$ cat src/rtl/uart_rx_ctrl.sv
// uart_rx_ctrl: sequences a uart_receiver datapath.
//   - Generates baud_rate_signal (square wave, half-period = max(div,2) clk).
//   - Edge-detects rx_valid and captures one byte per rising edge into a
//     first-word-fall-through FIFO drained over m_valid/m_ready.
//   - Reports a sticky overrun flag and a one-shot idle_timeout pulse.
// Ports:
//   clk, rst (async active-low)      clock / reset
//   enable                           run baud generator and capture
//   div[DIV_W]                       baud half-period in clk cycles
//   baud_rate_signal                 baud clock out to the receiver
//   rx_data[8], rx_valid             receiver byte and valid_data
//   m_data[8], m_valid, m_ready      FIFO head and handshake
//   fifo_count                       FIFO occupancy 0..FIFO_DEPTH
//   overrun, clr_overrun             sticky drop flag and its clear
//   idle_timeout                     one-cycle line-idle pulse
module uart_rx_ctrl #(
  parameter int unsigned DIV_W         = 16,
  parameter int unsigned FIFO_DEPTH    = 4,
  parameter int unsigned TIMEOUT_BAUDS = 20
) (
  input  logic                            clk,
  input  logic                            rst,
  input  logic                            enable,
  input  logic [DIV_W-1:0]                div,
  output logic                            baud_rate_signal,
  input  logic [7:0]                      rx_data,
  input  logic                            rx_valid,
  output logic [7:0]                      m_data,
  output logic                            m_valid,
  input  logic                            m_ready,
  output logic [$clog2(FIFO_DEPTH):0]     fifo_count,
  output logic                            overrun,
  input  logic                            clr_overrun,
  output logic                            idle_timeout
);

  localparam int unsigned PTR_W = $clog2(FIFO_DEPTH);
  localparam int unsigned CNT_W = PTR_W + 1;
  localparam int unsigned TO_W  = $clog2(TIMEOUT_BAUDS + 1);

  // ---------------- baud generator ----------------
  logic [DIV_W-1:0] baud_cnt;
  logic [DIV_W-1:0] half_lat;
  logic [DIV_W-1:0] eff_div;
  logic [DIV_W-1:0] half;
  logic             wrap;
  logic             baud_rise;

  assign eff_div = (div < DIV_W'(2)) ? DIV_W'(2) : div;
  // half_lat==0 only between reset release and the first wrap; use live div then.
  assign half      = (half_lat == '0) ? eff_div : half_lat;
  assign wrap      = enable && (baud_cnt == half - DIV_W'(1));
  assign baud_rise = wrap && !baud_rate_signal;

  // Half-period length is latched at each wrap so mid-count div changes wait.
  always_ff @(posedge clk or negedge rst) begin
    if (!rst) begin
      baud_cnt         <= '0;
      half_lat         <= '0;
      baud_rate_signal <= 1'b0;
    end else if (!enable) begin
      baud_cnt         <= '0;
      half_lat         <= eff_div;
      baud_rate_signal <= 1'b0;
    end else if (wrap) begin
      baud_cnt         <= '0;
      half_lat         <= eff_div;
      baud_rate_signal <= ~baud_rate_signal;
    end else begin
      baud_cnt         <= baud_cnt + DIV_W'(1);
    end
  end

  // ---------------- capture ----------------
  logic rx_valid_d;
  logic push;

  assign push = enable && rx_valid && !rx_valid_d;

  always_ff @(posedge clk or negedge rst) begin
    if (!rst) rx_valid_d <= 1'b0;
    else      rx_valid_d <= rx_valid;
  end

  // ---------------- FIFO ----------------
  logic [7:0]       mem [FIFO_DEPTH];
  logic [PTR_W-1:0] wr_ptr;
  logic [PTR_W-1:0] rd_ptr;
  logic [PTR_W-1:0] rd_next;
  logic             full;
  logic             pop;
  logic             push_ok;
  logic             drop;
  logic [CNT_W-1:0] count_next;
  logic [7:0]       head_next;

  assign rd_next = rd_ptr + PTR_W'(1);
  assign full    = (fifo_count == CNT_W'(FIFO_DEPTH));
  assign pop     = m_valid && m_ready;
  assign push_ok = push && (!full || pop);
  assign drop    = push && full && !pop;

  // Occupancy and next registered head byte (first-word-fall-through).
  always_comb begin
    count_next = fifo_count;
    head_next  = m_data;
    if (push_ok && !pop)      count_next = fifo_count + CNT_W'(1);
    else if (pop && !push_ok) count_next = fifo_count - CNT_W'(1);
    if (pop) begin
      // Head comes from storage if another entry remains, else from the bypass.
      if (fifo_count > CNT_W'(1)) head_next = mem[rd_next];
      else if (push_ok)           head_next = rx_data;
    end else if (fifo_count == '0 && push_ok) begin
      head_next = rx_data;
    end
  end

  always_ff @(posedge clk) begin
    if (push_ok) mem[wr_ptr] <= rx_data;
  end

  always_ff @(posedge clk or negedge rst) begin
    if (!rst) begin
      wr_ptr     <= '0;
      rd_ptr     <= '0;
      fifo_count <= '0;
      m_valid    <= 1'b0;
      m_data     <= '0;
      overrun    <= 1'b0;
    end else begin
      if (push_ok) wr_ptr <= wr_ptr + PTR_W'(1);
      if (pop)     rd_ptr <= rd_next;
      fifo_count <= count_next;
      m_valid    <= (count_next != '0);
      m_data     <= head_next;
      // A drop in the same cycle as a clear leaves the flag set.
      if (drop)             overrun <= 1'b1;
      else if (clr_overrun) overrun <= 1'b0;
    end
  end

  // ---------------- idle timeout ----------------
  logic [TO_W-1:0] to_cnt;

  // Saturating count of baud rising edges since the last push.
  always_ff @(posedge clk or negedge rst) begin
    if (!rst) begin
      to_cnt       <= '0;
      idle_timeout <= 1'b0;
    end else begin
      idle_timeout <= baud_rise && !push && (fifo_count != '0) &&
                      (to_cnt == TO_W'(TIMEOUT_BAUDS - 1));
      if (push)
        to_cnt <= '0;
      else if (baud_rise && to_cnt != TO_W'(TIMEOUT_BAUDS))
        to_cnt <= to_cnt + TO_W'(1);
    end
  end

endmodule

$ cat config.mk
export PLATFORM = sky130hd
export DESIGN_NAME = uart_rx_ctrl
export DESIGN_NICKNAME = d
export VERILOG_FILES = /design/src/rtl/uart_rx_ctrl.sv
export SDC_FILE = /design/constraint.sdc
export NUM_CORES = 1
export LEC_CHECK = 0
export ABC_AREA = 1
export BUFFER_PORTS_ARGS = -buffer_cell sky130_fd_sc_hd__buf_2
export CAP_MARGIN = 15
export CELL_PAD_IN_SITES_DETAIL_PLACEMENT = 0
export CELL_PAD_IN_SITES_GLOBAL_PLACEMENT = 1
export CORE_MARGIN = 2
export CORE_UTILIZATION = 45
export DETAILED_ROUTE_END_ITERATION = 12
export PLACE_DENSITY = 0.89
export SLEW_MARGIN = 10
export SYNTH_ARGS = -nofsm -noshare
export SYNTH_HDL_FRONTEND = slang
export SYNTH_SLANG_ARGS = --single-unit
$ cat constraint.sdc
create_clock -name clk -period 3.25 [get_ports clk]
set_input_delay 0.1625 -clock clk [delete_from_list [all_inputs] [get_ports clk]]
set_output_delay 0.1625 -clock clk [all_outputs]
set_load 0.005 [all_outputs]
==> results.json <==
{
  "worstPathArrival_ps": 3170,
  "setup_viol": 0,
  "synth_area_sq_um": 5100,
  "drt-met1-wl_um": 5450,
  "die_y_um": 111,
  "postCtsSetupBuffers": 0,
  "period_share_pct": 89.3,
  "cts.sinks": 89,
  "finalWirelength_um": 11500,
  "hp-class": "input port to register",
  "r2r_slack_ps": 350,
  "core_area_sq_um": 10900,
  "r2r_start": "half_lat[12]",
  "slew_headroom_pct": 57.0,
  "synth_ff_type": "dfrtp_1",
  "synth_top_area_share_pct": 27.9,
  "r2r_cells": 21,
  "syn_inst": 652,
  "root_buffer": "clkbuf_16",
  "grt_pass1_wl_um": 19800,
  "start_kind": "register",
  "dieArea_sq_um": 12200,
  "grt_pass1_vias": 4246,
  "met3_length_um": 544,
  "power.leakage_nw": 2.80,
  "placed_cells": 837,
  "wl_per_cell_um": 13.4,
  "hold_start": "rx_data[7]",
  "start_util_pct": 46.7,
  "clk_latency_ps": 340,
  "ir_drop_uv": 434,
  "yosysMostFrequentCell": "nand2_1",
  "synth_edf_count": 32,
  "grt_usage_pct": 19.8,
  "htree_num_levels": 3,
  "fin_skew_ps": 6.21,
  "numPortBuffers": 44,
  "finalWeightedCongestion": 0.857,
  "critPathKind": "register to register",
  "tightest_slew_ps": 645,
  "period_minus_slack_ps": 2900,
  "diodes": 0,
  "max_freq_mhz": 345,
  "cts_buffers": 9,
  "vias_per_cell": 5.02,
  "vias": 4299,
  "grt_overflow_total": 0,
  "ys_seq_area_share_pct": 46.8,
  "fin_nets": 753,
  "dr_wl_met2_um": 5320,
  "yosysWarnings": 0,
  "clock_path_buffers": 2,
  "grt_max_degree": 49,
  "synthDistinctLibCells": 36,
  "routed.top_layer": "met4",
  "cellPowerDensity_nw_per_um2": 590,
  "report.power.total_mw": 3.49,
  "synth_area_leaders": "dfrtp_1 (28%), edfxtp_1 (19%), nand2_1 (13%), nor2_1 (6.9%), inv_1 (6.8%)",
  "maxCapViolations": 0,
  "whs_ps": 50.9,
  "async_reset_ff_share_pct": 64.0,
  "drc": 0,
  "place_hpwl_um": 8670,
  "crit_path_start": "half_lat[12]",
  "rows": 38,
  "endpoint": "half_lat[14]",
  "status": "finished clean",
  "fin_setup_tns_ps": 0,
  "end_kind": "register",
  "finalHoldViolCount": 0,
  "finalNonFillerCells": 856,
  "avgSynthCellArea_sq_um": 7.83,
  "syn_to_final_growth_pct": 15.8,
  "ant_nets": 0,
  "yosys-top-cells-count": "nand2_1 (171), nor2_1 (94), inv_1 (92), dfrtp_1 (57), nand3_1 (50)",
  "rsz0062_at_grt": "false",
  "drive_gt1_share_pct": 16.1,
  "cp_data_required_time_ps": 3520,
  "die_w_um": 111,
  "ios": 45,
  "r2r-end": "half_lat[14]",
  "path_max_fanout": 24,
  "synth_seq_cells": 89,
  "drv_slew": 0,
  "clk_pin_slew_ps": 70,
  "yosysTopAreaCell": "dfrtp_1",
  "tritoncts": "built",
  "antenna_found_initial": 0,
  "syn_nets": 694,
  "dr.pass1.iters": 5,
  "drt-initial-drc-count": 254
}
## report_power, final
| part | switching [mW] | internal (mW) |
|---|---|---|
| logic | 0.572 | 0.341 |
| registers | 0.119 | 1.31 |
| clock network | 0.460 | 0.688 |
## routing by layer
| layer | track usage (%) | vias up |
|---|---|---|
| li1 | - | 2187 |
| met1 | 27.6 | 1998 |
| met2 | 31.9 | 104 |
| met3 | 2.74 | 10 |
| met4 | 6.50 | 0 |
| met5 | 0 | - |
## how the worst min path moves through the flow
stage / end / cells past startpoint
after detailed placement: rx_valid_d / 1
after floorplan: baud_cnt[0] / 0
after global routing: mem[3][7] / 1
final: mem[1][7] / 1
after global placement: rx_valid_d / 1
after CTS: mem[1][1] / 1
## worst max-delay path, cell delays in order, from the launching register on
cell	delay, ps
dfrtp_1	380
nor2_1	120
nand2_1	100
nor2_4	150
nand2_4	100
inv_4	100
nand2_2	80
nand2_4	90
ha_2	200
nand3_2	110
nor2_4	180
nor2_1	70
nor2_1	100
nand2_1	70
nor2_1	90
nand2_1	70
nor2_2	170
nand3_2	170
nand2_4	130
buf_8	180
nand2_1	90
o21ai_2	60
## layout by cell type (no fill, tap or decap), types with 7 or more instances in the layout
| cell type | instances |
|---|---|
| clkbuf_16 | 9 |
| buf_4 | 10 |
| nand2_1 | 170 |
| nor3_1 | 8 |
| nor2_2 | 10 |
| buf_2 | 43 |
| inv_2 | 7 |
| edfxtp_1 | 32 |
| nand3_1 | 50 |
| dfrtp_1 | 57 |
| xor2_1 | 15 |
| o21ai_1 | 18 |
| ha_1 | 11 |
| a22oi_1 | 8 |
| o21ai_0 | 19 |
| inv_1 | 92 |
| nor2_1 | 90 |
## registers in the layout, indices dropped and copies added, names as in the netlist
signal            cells
mem                  32
baud_cnt             16
half_lat             16
m_data                8
to_cnt                5
fifo_count            3
rd_ptr                2
wr_ptr                2
baud_rate_signal      1
idle_timeout          1
m_valid               1
overrun               1
rx_valid_d            1
## cell families (layout without fill, tap and decap cells)
family,count (synthesis),in the layout,synth area share (%)
compound gates,65,65,7.55
xor+xnor,16,16,2.75
fa+ha+maj,12,12,2.94
buf+inv,113,177,9.12
flops,89,89,46.8
simple gates,357,357,30.9
## stage by stage
stage	setup slack (ps)	instance area (sq um)	utilization [%]
after floorplan	650	5100	-
after global placement	324	5500	50.3
after detailed placement	252	5500	50.3
after CTS	246	5860	53.5
after global routing	0.0877	5910	54.1
final	348	5910	54.1
## repair_timing
| item | 4_1_cts | 5_1_grt |
|---|---|---|
| endpoints found under the setup margin | 0 | 34 |
| resized for setup | 0 | 14 |
| hold endpoints to repair | 2 | 47 |
| hold buffers | 2 | 1 |
## area by class of cell
type                    instances  area (sq um)
fillers                      1024          5020
flip-flops and latches         89          2390
multi-input cells             450          2280
inverters                     103           389
repair buffers                 58           350
clock buffers                   9           225
well taps                     140           175
clock inverters                 7           106
No activity file was read; power rests on OpenSTA's default activity.
